--- src/rtl/pipeline_hazard_controller_pkg.sv ---
// pipeline_ctrl_pkg
// Shared definitions for the decode-stage hazard controller:
//   - instruction class codes and the divide opcode
//   - controller FSM state encoding
//   - class decode helpers telling which register fields an instruction
//     reads and whether it writes its destination
package pipeline_ctrl_pkg;

  localparam logic [4:0] TYPE_NOP     = 5'b00000;
  localparam logic [4:0] TYPE_ALU_REG = 5'b00001;
  localparam logic [4:0] TYPE_ALU_IMM = 5'b10001;
  localparam logic [4:0] TYPE_LOAD    = 5'b00011;
  localparam logic [4:0] TYPE_STORE   = 5'b00111;
  localparam logic [4:0] TYPE_BRANCH  = 5'b11000;

  localparam logic [3:0] OPC_DIV = 4'b0101;

  typedef enum logic [1:0] {
    RUN = 2'b00,
    DIV = 2'b01,
    BRW = 2'b10,
    FLS = 2'b11
  } ctrl_state_e;

  function automatic logic reads_ra(input logic [4:0] t);
    logic r;
    case (t)
      TYPE_ALU_REG, TYPE_ALU_IMM, TYPE_LOAD, TYPE_STORE: r = 1'b1;
      default:                                           r = 1'b0;
    endcase
    return r;
  endfunction

  function automatic logic reads_rb(input logic [4:0] t);
    logic r;
    case (t)
      TYPE_ALU_REG, TYPE_LOAD, TYPE_STORE: r = 1'b1;
      default:                             r = 1'b0;
    endcase
    return r;
  endfunction

  // Only a store uses its Rd field as a source (the data to be stored).
  function automatic logic reads_rd(input logic [4:0] t);
    logic r;
    case (t)
      TYPE_STORE: r = 1'b1;
      default:    r = 1'b0;
    endcase
    return r;
  endfunction

  function automatic logic writes_rd(input logic [4:0] t);
    logic r;
    case (t)
      TYPE_ALU_REG, TYPE_ALU_IMM, TYPE_LOAD: r = 1'b1;
      default:                               r = 1'b0;
    endcase
    return r;
  endfunction

  // Divides are ALU operations (register or immediate form) with OPC_DIV.
  function automatic logic is_div(input logic [4:0] t, input logic [3:0] op);
    logic r;
    case (t)
      TYPE_ALU_REG, TYPE_ALU_IMM: r = (op == OPC_DIV);
      default:                    r = 1'b0;
    endcase
    return r;
  endfunction

endpackage

--- src/rtl/pipeline_hazard_controller_reg_scoreboard.sv ---
// reg_scoreboard
// One busy bit per architectural register, marking a pending write.
// Ports:
//   clk, rst                 clock, asynchronous active-low reset
//   ra, rb, rd               register fields of the instruction in IF/ID
//   use_ra, use_rb, use_rd   which of those fields are sources
//   set_en, set_idx          mark a register busy (issued writer)
//   clr_en, clr_idx          retire a register write (writeback)
//   hazard                   some used source is busy and not bypassed
//   busy_mask                registered busy bits
module reg_scoreboard
  import pipeline_ctrl_pkg::*;
#(
  parameter int NUM_REGS = 16
) (
  input  logic                clk,
  input  logic                rst,
  input  logic [3:0]          ra,
  input  logic [3:0]          rb,
  input  logic [3:0]          rd,
  input  logic                use_ra,
  input  logic                use_rb,
  input  logic                use_rd,
  input  logic                set_en,
  input  logic [3:0]          set_idx,
  input  logic                clr_en,
  input  logic [3:0]          clr_idx,
  output logic                hazard,
  output logic [NUM_REGS-1:0] busy_mask
);

  localparam logic [NUM_REGS-1:0] ONE_HOT0 = {{(NUM_REGS-1){1'b0}}, 1'b1};

  logic [NUM_REGS-1:0] busy_q;
  logic [NUM_REGS-1:0] busy_d;
  logic [NUM_REGS-1:0] set_vec_s;
  logic [NUM_REGS-1:0] clr_vec_s;
  logic                haz_a_s;
  logic                haz_b_s;
  logic                haz_d_s;

  // A source being retired by writeback this cycle is forwarded, so it is ready.
  function automatic logic src_busy(input logic [NUM_REGS-1:0] busy,
                                    input logic [3:0] src,
                                    input logic byp_en,
                                    input logic [3:0] byp_idx);
    return busy[src] && !(byp_en && (byp_idx == src));
  endfunction

  assign haz_a_s = use_ra && src_busy(busy_q, ra, clr_en, clr_idx);
  assign haz_b_s = use_rb && src_busy(busy_q, rb, clr_en, clr_idx);
  assign haz_d_s = use_rd && src_busy(busy_q, rd, clr_en, clr_idx);
  assign hazard  = haz_a_s || haz_b_s || haz_d_s;

  // Next busy bits: clear the retired register, then OR in the new writer so
  // a register cleared and set in the same cycle stays busy.
  always_comb begin
    set_vec_s = set_en ? (ONE_HOT0 << set_idx) : {NUM_REGS{1'b0}};
    clr_vec_s = clr_en ? (ONE_HOT0 << clr_idx) : {NUM_REGS{1'b0}};
    busy_d    = (busy_q & ~clr_vec_s) | set_vec_s;
  end

  // Busy-bit register.
  always_ff @(posedge clk or negedge rst) begin
    if (!rst) begin
      busy_q <= {NUM_REGS{1'b0}};
    end else begin
      busy_q <= busy_d;
    end
  end

  assign busy_mask = busy_q;

endmodule

--- src/rtl/pipeline_hazard_controller.sv ---
// pipeline_hazard_controller
// Decode-stage sequencing: checks the IF/ID instruction against the register
// scoreboard, drives the IF/ID and ID/EX enables, injects bubbles, holds issue
// during a multi-cycle divide and flushes the front end after a taken branch.
// Ports:
//   clk, rst                      clock, asynchronous active-low reset
//   id_valid, id_type, id_opcode  instruction in IF/ID
//   id_ra, id_rb, id_rd           its register fields
//   br_resolved, br_taken         branch outcome from execute
//   wb_we, wb_rd                  register write retiring in writeback
//   if_en, id_en, ex_bubble       buffer enables / NOP injection (combinational)
//   flush                         one-cycle IF/ID clear (registered)
//   busy_mask, state              scoreboard and FSM state (registered)
module pipeline_hazard_controller
  import pipeline_ctrl_pkg::*;
#(
  parameter int NUM_REGS    = 16,
  parameter int DIV_CYCLES  = 8,
  parameter int FLUSH_DEPTH = 2
) (
  input  logic                clk,
  input  logic                rst,
  input  logic                id_valid,
  input  logic [4:0]          id_type,
  input  logic [3:0]          id_opcode,
  input  logic [3:0]          id_ra,
  input  logic [3:0]          id_rb,
  input  logic [3:0]          id_rd,
  input  logic                br_resolved,
  input  logic                br_taken,
  input  logic                wb_we,
  input  logic [3:0]          wb_rd,
  output logic                if_en,
  output logic                id_en,
  output logic                ex_bubble,
  output logic                flush,
  output logic [NUM_REGS-1:0] busy_mask,
  output logic [1:0]          state
);

  localparam int CNT_MAX = (DIV_CYCLES > FLUSH_DEPTH) ? DIV_CYCLES : FLUSH_DEPTH;
  localparam int CNT_W   = $clog2(CNT_MAX + 1);
  localparam logic [CNT_W-1:0] DIV_LOAD = CNT_W'(DIV_CYCLES - 1);
  localparam logic [CNT_W-1:0] FLS_LOAD = CNT_W'(FLUSH_DEPTH - 1);
  localparam logic [CNT_W-1:0] CNT_ONE  = CNT_W'(1);
  localparam logic [CNT_W-1:0] CNT_ZERO = CNT_W'(0);

  ctrl_state_e      state_q;
  ctrl_state_e      state_d;
  logic [CNT_W-1:0] cnt_q;
  logic [CNT_W-1:0] cnt_d;
  logic             flush_q;
  logic             flush_d;
  logic             hazard_s;
  logic             issue_s;
  logic             set_en_s;

  assign issue_s  = id_valid && (state_q == RUN) && !hazard_s;
  assign set_en_s = issue_s && writes_rd(id_type);

  reg_scoreboard #(
    .NUM_REGS (NUM_REGS)
  ) u_scoreboard (
    .clk       (clk),
    .rst       (rst),
    .ra        (id_ra),
    .rb        (id_rb),
    .rd        (id_rd),
    .use_ra    (reads_ra(id_type)),
    .use_rb    (reads_rb(id_type)),
    .use_rd    (reads_rd(id_type)),
    .set_en    (set_en_s),
    .set_idx   (id_rd),
    .clr_en    (wb_we),
    .clr_idx   (wb_rd),
    .hazard    (hazard_s),
    .busy_mask (busy_mask)
  );

  // Next-state, down-counter and flush-pulse logic.
  always_comb begin
    state_d = state_q;
    cnt_d   = cnt_q;
    flush_d = 1'b0;
    case (state_q)
      RUN: begin
        if (issue_s && is_div(id_type, id_opcode)) begin
          state_d = DIV;
          cnt_d   = DIV_LOAD;
        end else if (issue_s && (id_type == TYPE_BRANCH)) begin
          state_d = BRW;
        end else begin
          state_d = RUN;
        end
      end
      DIV: begin
        if (cnt_q == CNT_ZERO) begin
          state_d = RUN;
        end else begin
          cnt_d = cnt_q - CNT_ONE;
        end
      end
      BRW: begin
        if (br_resolved && br_taken) begin
          state_d = FLS;
          cnt_d   = FLS_LOAD;
          flush_d = 1'b1;
        end else if (br_resolved) begin
          state_d = RUN;
        end else begin
          state_d = BRW;
        end
      end
      FLS: begin
        if (cnt_q == CNT_ZERO) begin
          state_d = RUN;
        end else begin
          cnt_d = cnt_q - CNT_ONE;
        end
      end
      default: begin
        state_d = RUN;
        cnt_d   = CNT_ZERO;
      end
    endcase
  end

  // Buffer enables. FLS keeps fetching (the branch target) while ID/EX gets NOPs;
  // reset forces both buffers off regardless of state.
  always_comb begin
    if_en     = 1'b0;
    id_en     = 1'b1;
    ex_bubble = 1'b1;
    if (!rst) begin
      id_en = 1'b0;
    end else if (issue_s) begin
      if_en     = 1'b1;
      ex_bubble = 1'b0;
    end else if (((state_q == RUN) && !id_valid) || (state_q == FLS)) begin
      if_en = 1'b1;
    end else begin
      if_en = 1'b0;
    end
  end

  // State, counter and flush registers.
  always_ff @(posedge clk or negedge rst) begin
    if (!rst) begin
      state_q <= RUN;
      cnt_q   <= CNT_ZERO;
      flush_q <= 1'b0;
    end else begin
      state_q <= state_d;
      cnt_q   <= cnt_d;
      flush_q <= flush_d;
    end
  end

  assign flush = flush_q;
  assign state = state_q;

endmodule

--- config.mk ---
export PLATFORM = sky130hd
export DESIGN_NAME = pipeline_hazard_controller
export DESIGN_NICKNAME = d
export VERILOG_FILES = /design/src/rtl/pipeline_hazard_controller_pkg.sv /design/src/rtl/pipeline_hazard_controller_reg_scoreboard.sv /design/src/rtl/pipeline_hazard_controller.sv
export SDC_FILE = /design/constraint.sdc
export NUM_CORES = 1
export LEC_CHECK = 0
export ABC_CLOCK_PERIOD_IN_PS = 8340
export CAP_MARGIN = 20
export CORE_ASPECT_RATIO = 1.4
export CORE_MARGIN = 10
export CORE_UTILIZATION = 35
export CTS_CLUSTER_SIZE = 8
export DETAILED_ROUTE_END_ITERATION = 12
export GPL_ROUTABILITY_DRIVEN = 0
export HOLD_SLACK_MARGIN = 0.05
export PLACE_DENSITY_LB_ADDON = 0.25
export SLEW_MARGIN = 20
export SYNTH_ARGS = -nofsm -noshare
export SYNTH_HDL_FRONTEND = slang
export SYNTH_HIERARCHICAL = 1
export SYNTH_SLANG_ARGS = --single-unit
export TNS_END_PERCENT = 1
--- constraint.sdc ---
create_clock -name clk -period 8.34 [get_ports clk]
set_input_delay 0.834 -clock clk [delete_from_list [all_inputs] [get_ports clk]]
set_output_delay 0.834 -clock clk [all_outputs]
set_load 0.005 [all_outputs]
==> results of run 1 <==
[per-layer routing]
metal  GRT usage [%]  vias up  share of wire (%)
met5               0        -                  0
met2            21.6       96                 51
met3            3.98        6                9.1
met1            15.1      773                 39
met4            5.95        0               0.91
li1                -      732                  -
[metrics by stage]
stage               utilization (%)  hold WS, ns  instance area [sq um]
floorplan                         -        0.535                   1740
global placement               47.4        0.563                   2300
detailed placement             47.4        0.573                   2300
CTS                            48.4        0.593                   2340
global route                   48.4        0.616                   2340
finish                         48.4        0.579                   2340
[where the power goes]
group	internal (mW)	leakage, nW	total, mW	switching, mW
clock network	0.0333	0.0255	0.0684	0.0350
logic	0.0788	0.593	0.132	0.0536
registers	0.128	0.311	0.157	0.0289
total	0.240	0.930	0.358	0.118
[registers in the layout (all words and copies together), names as in the netlist]
signal	count
cnt_q	4
flush	1
state	2
u_scoreboard/busy_mask	16
[critical path, cell delays in order]
cell and delay [ns]:
sky130_fd_sc_hd__clkdlybuf4s50_1 0.60, sky130_fd_sc_hd__mux4_1 0.58, sky130_fd_sc_hd__mux4_2 0.47, sky130_fd_sc_hd__nand3_1 0.09, sky130_fd_sc_hd__nand3_1 0.12, sky130_fd_sc_hd__a211oi_1 0.22
sky130_fd_sc_hd__a21oi_1 0.06, sky130_fd_sc_hd__nor2b_1 0.12, sky130_fd_sc_hd__clkdlybuf4s50_1 0.50
[how the worst max path moves through the flow]
stage                     slack (ns)  cells after the start     to      from
final                           3.91                      9  if_en  id_rb[1]
after global routing            3.79                      9  if_en  id_rb[1]
after CTS                       3.90                      9  if_en  id_rb[1]
after detailed placement        3.90                      9  if_en  id_rb[1]
after global placement          3.95                      9  if_en  id_rb[1]
after floorplan                 5.02                      8  if_en  id_rb[0]
[cells in the final DEF, fill, tap and decap left out]
master | Yosys | layout
sky130_fd_sc_hd__ha_1 | 1 | 1
sky130_fd_sc_hd__a211oi_1 | 1 | 1
sky130_fd_sc_hd__nor4bb_1 | 1 | 1
sky130_fd_sc_hd__nand3_1 | 10 | 10
sky130_fd_sc_hd__nand2_1 | 5 | 5
sky130_fd_sc_hd__xnor2_1 | 4 | 4
sky130_fd_sc_hd__buf_4 | 1 | 1
sky130_fd_sc_hd__nor2_1 | 5 | 5
sky130_fd_sc_hd__o2bb2ai_1 | 1 | 1
sky130_fd_sc_hd__a211oi_2 | 1 | 1
sky130_fd_sc_hd__nand4b_1 | 3 | 3
sky130_fd_sc_hd__xor2_1 | 9 | 9
sky130_fd_sc_hd__o21ai_0 | 32 | 32
sky130_fd_sc_hd__or3b_4 | 1 | 1
sky130_fd_sc_hd__nand4_1 | 1 | 1
sky130_fd_sc_hd__nand2b_1 | 4 | 4
sky130_fd_sc_hd__and4_4 | 1 | 1
sky130_fd_sc_hd__dfrtp_1 | 23 | 23
sky130_fd_sc_hd__or3b_2 | 2 | 2
sky130_fd_sc_hd__nand3b_1 | 6 | 6
sky130_fd_sc_hd__nor2b_1 | 1 | 1
sky130_fd_sc_hd__a2bb2oi_1 | 1 | 1
sky130_fd_sc_hd__nor3b_1 | 3 | 3
sky130_fd_sc_hd__mux4_1 | 4 | 4
sky130_fd_sc_hd__inv_1 | 4 | 4
sky130_fd_sc_hd__or2_2 | 2 | 2
sky130_fd_sc_hd__a21oi_1 | 4 | 4
sky130_fd_sc_hd__mux2i_1 | 8 | 8
sky130_fd_sc_hd__mux4_2 | 9 | 9
sky130_fd_sc_hd__clkinv_2 | 0 | 1
sky130_fd_sc_hd__a311o_1 | 1 | 1
sky130_fd_sc_hd__nor3b_2 | 1 | 1
sky130_fd_sc_hd__nor4b_2 | 2 | 2
sky130_fd_sc_hd__nor3_1 | 5 | 5
sky130_fd_sc_hd__clkbuf_8 | 0 | 3
sky130_fd_sc_hd__clkdlybuf4s50_1 | 0 | 52
sky130_fd_sc_hd__a21o_1 | 1 | 1
[cells by family (layout without fill, tap and decap cells)]
family                   count (synthesis)  in the layout  synth area share, %
AND/OR/NAND/NOR                         53             53                 20.1
AO/OA/AOI/OAI                           42             42                 13.6
flip-flops                              23             23                 33.2
multiplexers                            21             21                 22.4
XOR/XNOR                                13             13                 6.56
buffers and inverters                   13             61                 3.53
adder cells (fa/ha/maj)                  1              1                0.721
[final cells by class]
class                   instances  area share [%]
clock buffers                   3            1.76
clock inverters                 1           0.214
flip-flops and latches         23            24.6
well taps                      64            3.42
repair buffers                 53            22.5
inverters                       4           0.641
multi-input cells             130            46.9
==> Flow_metrics.wiki, run 1 <==
{| class="wikitable"
! Metric !! Value
|-
| Share of the synthesized area in the top cell type || 33.2%
|-
| Worst hold path type || reg2reg
|-
| Width of the die || 79.5 microns
|-
| Number of antenna violations at the first check in global routing || 0
|-
| Filler-free cell count of the finished design || 278
|-
| Net Count, Synth || 198
|-
| Dpl ws || 3.90 ns
|-
| IO Pins || 53
|-
| Slew of the pin with the lowest slew margin || 0.444 ns
|-
| Number of endpoints with negative hold slack in the final report || 0
|-
| Reg-to-reg critical path endpoint || u_scoreboard/busy_mask[1]
|-
| Count of yosys warnings during synthesis || 6
|-
| Synthesized instance count || 166
|-
| Combined area of all synthesized cells || 0.00174 sq mm
|-
| Remaining number of nets flagged by the antenna check after routing || 0
|-
| Clock tree from TritonCTS || done
|-
| Total design power || 358 uW
|-
| Dominant register cell in the synthesized netlist || sky130_fd_sc_hd__dfrtp_1
|-
| Mean number of vias per cell || 5.78
|-
| Sequential element share of the synthesized area || 33.2%
|-
| Latest clock arrival within the worst-skew pair || 0.26 ns
|-
| Longest Clk Path Bufs || 2
|-
| Avg Cell Area, Syn || 10.5 sq um
|-
| LEAKAGE || 0.930 nW
|-
| Result of the run || complete, no violations
|-
| Nature of the critical path startpoint || input pin
|-
| Mean routed wirelength per cell || 19.0 microns
|-
| Register bit count reported by yosys || 23
|-
| Total power divided by cell area || 153 mW/mm^2
|-
| Worst Hold Endpoint || cnt_q[1]
|-
| HP Start || cnt_q[1]
|-
| Area occupied by registers || 576 sq um
|-
| Final nets || 247
|-
| Max Clock Skew || 0.00244 ns
|-
| WHS Path Cells || 1
|-
| Clock-pin slew of the registers on the worst-case setup and hold paths || 0.08 ns
|-
| Most area-hungry cell type in the Yosys netlist || sky130_fd_sc_hd__dfrtp_1
|-
| Share of final-layout standard cells stronger than drive strength 1 || 11.2%
|-
| Max Clk Rate || 0.226 GHz
|-
| Area of the core region || 0.00484 sq mm
|-
| Sum of routed wire length over all layers || 5.28 mm
|-
| Number of maximum-capacitance violations || 0
|-
| Gr ovfl total || 0
|-
| Number of cell rows || 30
|-
| Number of cell instances on the worst register-to-register path || 9
|-
| Starting Density || 35.8%
|-
| FFs w/ async S/R, synth || 100%
|-
| Cell types with the largest area share after synthesis || sky130_fd_sc_hd__dfrtp_1 (33%), sky130_fd_sc_hd__mux4_2 (12%), sky130_fd_sc_hd__o21ai_0 (9.2%)
|-
| Hold-fix buffer count after cts || 0
|-
| Worst reg2reg startpoint || u_scoreboard/busy_mask[6]
|-
| Antenna diode instance count || 0
|-
| Maximum level of the CTS H-tree || 1
|-
| Synth top cells by count || sky130_fd_sc_hd__o21ai_0 (32), sky130_fd_sc_hd__dfrtp_1 (23), sky130_fd_sc_hd__nand3_1 (10)
|-
| Max-slew violation count || 0
|-
| Unrepaired setup endpoints after global routing || no
|-
| Critical path start-end classification || in2out
|-
| Clock buffers created by TritonCTS || 3
|-
| Worst setup slack after layout || 3.91 ns
|-
| Num Clock Sinks || 23
|-
| Tightest slew margin relative to the limit || 70.0%
|-
| Worst IR drop on VDD || 73.5 uV
|-
| Via total after detailed routing || 1607
|-
| Buffer cell driving the clock tree root || sky130_fd_sc_hd__clkbuf_8
|-
| Count of flip-flops with a built-in enable after synthesis || 0
|-
| Signed area change from the synthesized netlist to the final layout || 35.0%
|-
| GR Util All Layers || 13.0%
|-
| PortBufs || 52
|-
| Yosys cell types || 37
|-
| Critical Path End Type || output port
|-
| Number of global-route vias before repair || 1702
|-
| Crit path arrival time || 3.59 ns
|-
| Req. time, crit path || 7.51 ns
|-
| Maximum number of pins on one net before global-route repair || 27
|-
| Global-route wire length before repair || 8.46 mm
|-
| Final Cycle Share || 53.1%
|-
| Cell with the most instances after synthesis || sky130_fd_sc_hd__o21ai_0
|-
| Final setup violation count || 0
|-
| Floorplan die area || 0.00821 sq mm
|-
| Detailed-placement wirelength estimate || 4.18 mm
|-
| Setup TNS after final layout || 0 ns
|-
| Worst R2R Setup Slack || 5.18 ns
|-
| Total area of multi-input combinational cells || 0.00110 sq mm
|-
| Iter 0 DRT Violations || 100
|-
| Count of TritonRoute iterations in the first routing pass || 4
|-
| Vertical die dimension || 103 microns
|-
| Final period demand of the worst path || 4.43 ns
|-
| Post-CTS Repair Setup Buffers || 0
|-
| Quantity of gates resized following cts || 0
|-
| # DRC || 0
|-
| Maximum fanout encountered on the critical timing path || 5
|-
| Filler Cell Count || 462
|-
| Post-Place Cells || 274
|}
Note: power is estimated with default switching activity, not from simulation.
==> inputs of run 2 (changes only) <==
--- a/config.mk
+++ b/config.mk
@@ -5,7 +5,7 @@
 export SDC_FILE = /design/constraint.sdc
 export NUM_CORES = 1
 export LEC_CHECK = 0
-export ABC_CLOCK_PERIOD_IN_PS = 8340
+export ABC_CLOCK_PERIOD_IN_PS = 3600
 export CAP_MARGIN = 20
 export CORE_ASPECT_RATIO = 1.4
 export CORE_MARGIN = 10
==> constraint.sdc (replaced) <==
create_clock -name clk -period 3.6 [get_ports clk]
set_input_delay 0.36 -clock clk [delete_from_list [all_inputs] [get_ports clk]]
set_output_delay 0.36 -clock clk [all_outputs]
set_load 0.005 [all_outputs]
==> Flow_metrics.wiki, run 2 (synthesis results as in run 1) <==
{| class="wikitable"
! Metric !! Value
|-
| Result of the run || complete, no violations
|-
| Global-route wire length before repair || 8.51 mm
|-
| Starting Density || 35.8%
|-
| Max-slew violation count || 0
|-
| Highest metal layer with signal wires || met4
|-
| Iter 0 DRT Violations || 101
|-
| Final setup violation count || 0
|-
| Final nets || 252
|-
| Num Clock Sinks || 23
|-
| Buffer cell driving the clock tree root || sky130_fd_sc_hd__clkbuf_8
|-
| Clock buffers created by TritonCTS || 3
|-
| Via total after detailed routing || 1611
|-
| Count of TritonRoute iterations in the first routing pass || 4
|-
| Number of global-route vias before repair || 1722
|-
| Clock network fraction of design power || 19.6%
|-
| Total power divided by cell area || 352 mW/mm^2
|-
| Flip-flop count of the largest register, all copies and words added || 16
|-
| Total routed wire length on the met1 layer || 2.11 mm
|-
| Signed area change from the synthesized netlist to the final layout || 37.5%
|-
| Critical Path End Type || output port
|-
| Number of endpoints with negative hold slack in the final report || 0
|-
| Slew of the pin with the lowest slew margin || 0.514 ns
|-
| Worst path max stage delay || 0.56 ns
|-
| Max Clock Skew || 0.00222 ns
|-
| Setup TNS after final layout || 0 ns
|-
| Antenna diode instance count || 0
|-
| Floorplan die area || 0.00821 sq mm
|-
| Final instance area || 0.00239 sq mm
|-
| Most common cell after layout, fill and taps aside || sky130_fd_sc_hd__clkdlybuf4s50_1
|-
| Maximum number of pins on one net before global-route repair || 18
|-
| Latest clock arrival within the worst-skew pair || 0.26 ns
|-
| Internal || 561 uW
|-
| Detailed-placement wirelength estimate || 4.36 mm
|-
| Max Clk Rate || 0.297 GHz
|-
| Cell breakdown of the critical path || clkdlybuf4s50_1, mux4_1, mux4_2, nand3_1, nand3_1, a211oi_1, a21oi_1, nor2b_1, clkdlybuf4s50_1
|-
| Gr ovfl total || 0
|-
| Nature of the critical path startpoint || input pin
|-
| IO Pins || 53
|-
| Mean number of vias per cell || 5.69
|-
| Share of final-layout standard cells stronger than drive strength 1 || 13.2%
|-
| Maximum level of the CTS H-tree || 1
|-
| Sw Share || 33.3%
|-
| Area of the core region || 0.00484 sq mm
|-
| Switching component of the power || 280 uW
|-
| Vertical die dimension || 103 microns
|-
| Part of the total power dissipated in sequential elements || 43.2%
|-
| Width of the die || 79.5 microns
|-
| Critical path's slowest cell || sky130_fd_sc_hd__mux4_1
|-
| Unrepaired setup endpoints after global routing || no
|-
| Final period demand of the worst path || 3.36 ns
|-
| Maximum fanout encountered on the critical timing path || 3
|-
| Req. time, crit path || 3.24 ns
|-
| Sum of routed wire length over all layers || 5.47 mm
|-
| Amount of wire on met3 after detailed routing || 495 microns
|-
| Total area of multi-input combinational cells || 0.00110 sq mm
|-
| Clock-pin slew of the registers on the worst-case setup and hold paths || 0.08 ns
|-
| Placed Area || 0.00233 sq mm
|-
| Area occupied by registers || 576 sq um
|-
| Worst R2R Setup Slack || 0.67 ns
|-
| Longest Clk Path Bufs || 2
|-
| Total length of routed met2 wires || 2.72 mm
|-
| Number of antenna violations at the first check in global routing || 0
|-
| Fraction of power consumed by combinational cells || 37.2%
|-
| PortBufs || 52
|-
| Total design power || 841 uW
|-
| Tightest slew margin relative to the limit || 65.6%
|-
| Worst hold path type || in2async
|-
| LEAKAGE || 0.961 nW
|-
| Crit path arrival time || 3.00 ns
|-
| Number of maximum-capacitance violations || 0
|-
| Filler Cell Count || 456
|-
| Clock tree from TritonCTS || done
|-
| Final Cycle Share || 93.4%
|-
| Mean routed wirelength per cell || 19.3 microns
|-
| Worst IR drop on VDD || 181 uV
|-
| Crit path max-delay family || multiplexers
|-
| Critical path start-end classification || in2out
|-
| Top library cells by usage in the layout, fill and taps aside || sky130_fd_sc_hd__clkdlybuf4s50_1 (51), sky130_fd_sc_hd__o21ai_0 (32), sky130_fd_sc_hd__dfrtp_1 (23), sky130_fd_sc_hd__nand3_1 (10)
|-
| GR Util All Layers || 13.1%
|-
| Remaining number of nets flagged by the antenna check after routing || 0
|-
| Worst Path Buf+Inv || 2
|-
| Number of cell rows || 30
|-
| # DRC || 0
|}
==> run 2: cell types whose count changed in the layout (fill, tap and decap cells not counted) <==
cell / previous run / this run
sky130_fd_sc_hd__buf_4: 1 / 6
sky130_fd_sc_hd__clkdlybuf4s50_1: 52 / 51
sky130_fd_sc_hd__dlymetal6s2s_1: 0 / 1
sky130_fd_sc_hd__clkinv_2: 1 / 0
sky130_fd_sc_hd__clkinvlp_4: 0 / 1
==> run 2: area by class of cell <==
cell class,instances,share of cell area (%)
Multi-Input combinational cell,130,46.0
Sequential cell,23,24.1
Timing Repair Buffer,58,23.8
Tap cell,64,3.36
Clock buffer,3,1.73
Inverter,4,0.629
Clock inverter,1,0.315
==> run 2: path summary, 6_finish.rpt <==
path / start / endpoint / depth (start not counted)
max in group asynchronous: rst / u_scoreboard/busy_mask[1] / 2
setup / recovery: id_rb[1] / if_en / 9
setup reg to reg: u_scoreboard/busy_mask[14] / u_scoreboard/busy_mask[1] / 9
hold / removal: rst / u_scoreboard/busy_mask[13] / 1
min in group clk: cnt_q[1] / cnt_q[1] / 1
hold reg to reg: cnt_q[1] / cnt_q[1] / 1
==> run 2: metal layers <==
layer / global-route usage [%] / up-vias
met1: 13.8 / 777
met3: 3.72 / 16
met4: 6.09 / 0
li1: - / 737
met5: 0 / -
met2: 23.5 / 81
==> run 2: through the flow <==
stage / hold slack [ns] / std cells / worst slack [ns] / util (%)
floorplan: 0.0644 / 166 / 0.797 / -
global placement: 0.571 / 279 / 0.149 / 48.2
detailed placement: 0.572 / 279 / 0.111 / 48.2
CTS: 0.445 / 283 / 0.111 / 49.2
global route: 0.448 / 283 / 0.0750 / 49.3
finish: 0.431 / 283 / 0.236 / 49.3
==> run 2: power groups by stage <==
stage / clock network (mW) / logic [mW] / registers, mW
finish: 0.165 / 0.313 / 0.363
floorplan: 0 / 0.198 / 0.343
detailed placement: 0 / 0.314 / 0.369
CTS: 0.166 / 0.316 / 0.363
global placement: 0 / 0.313 / 0.368
global route: 0.175 / 0.343 / 0.372
==> run 2: timing repair <==
item | in CTS | in global routing
hold buffers | 0 | 0
resized for setup | 0 | 1
endpoints found under the setup margin | 0 | 1
setup buffers | 0 | 0
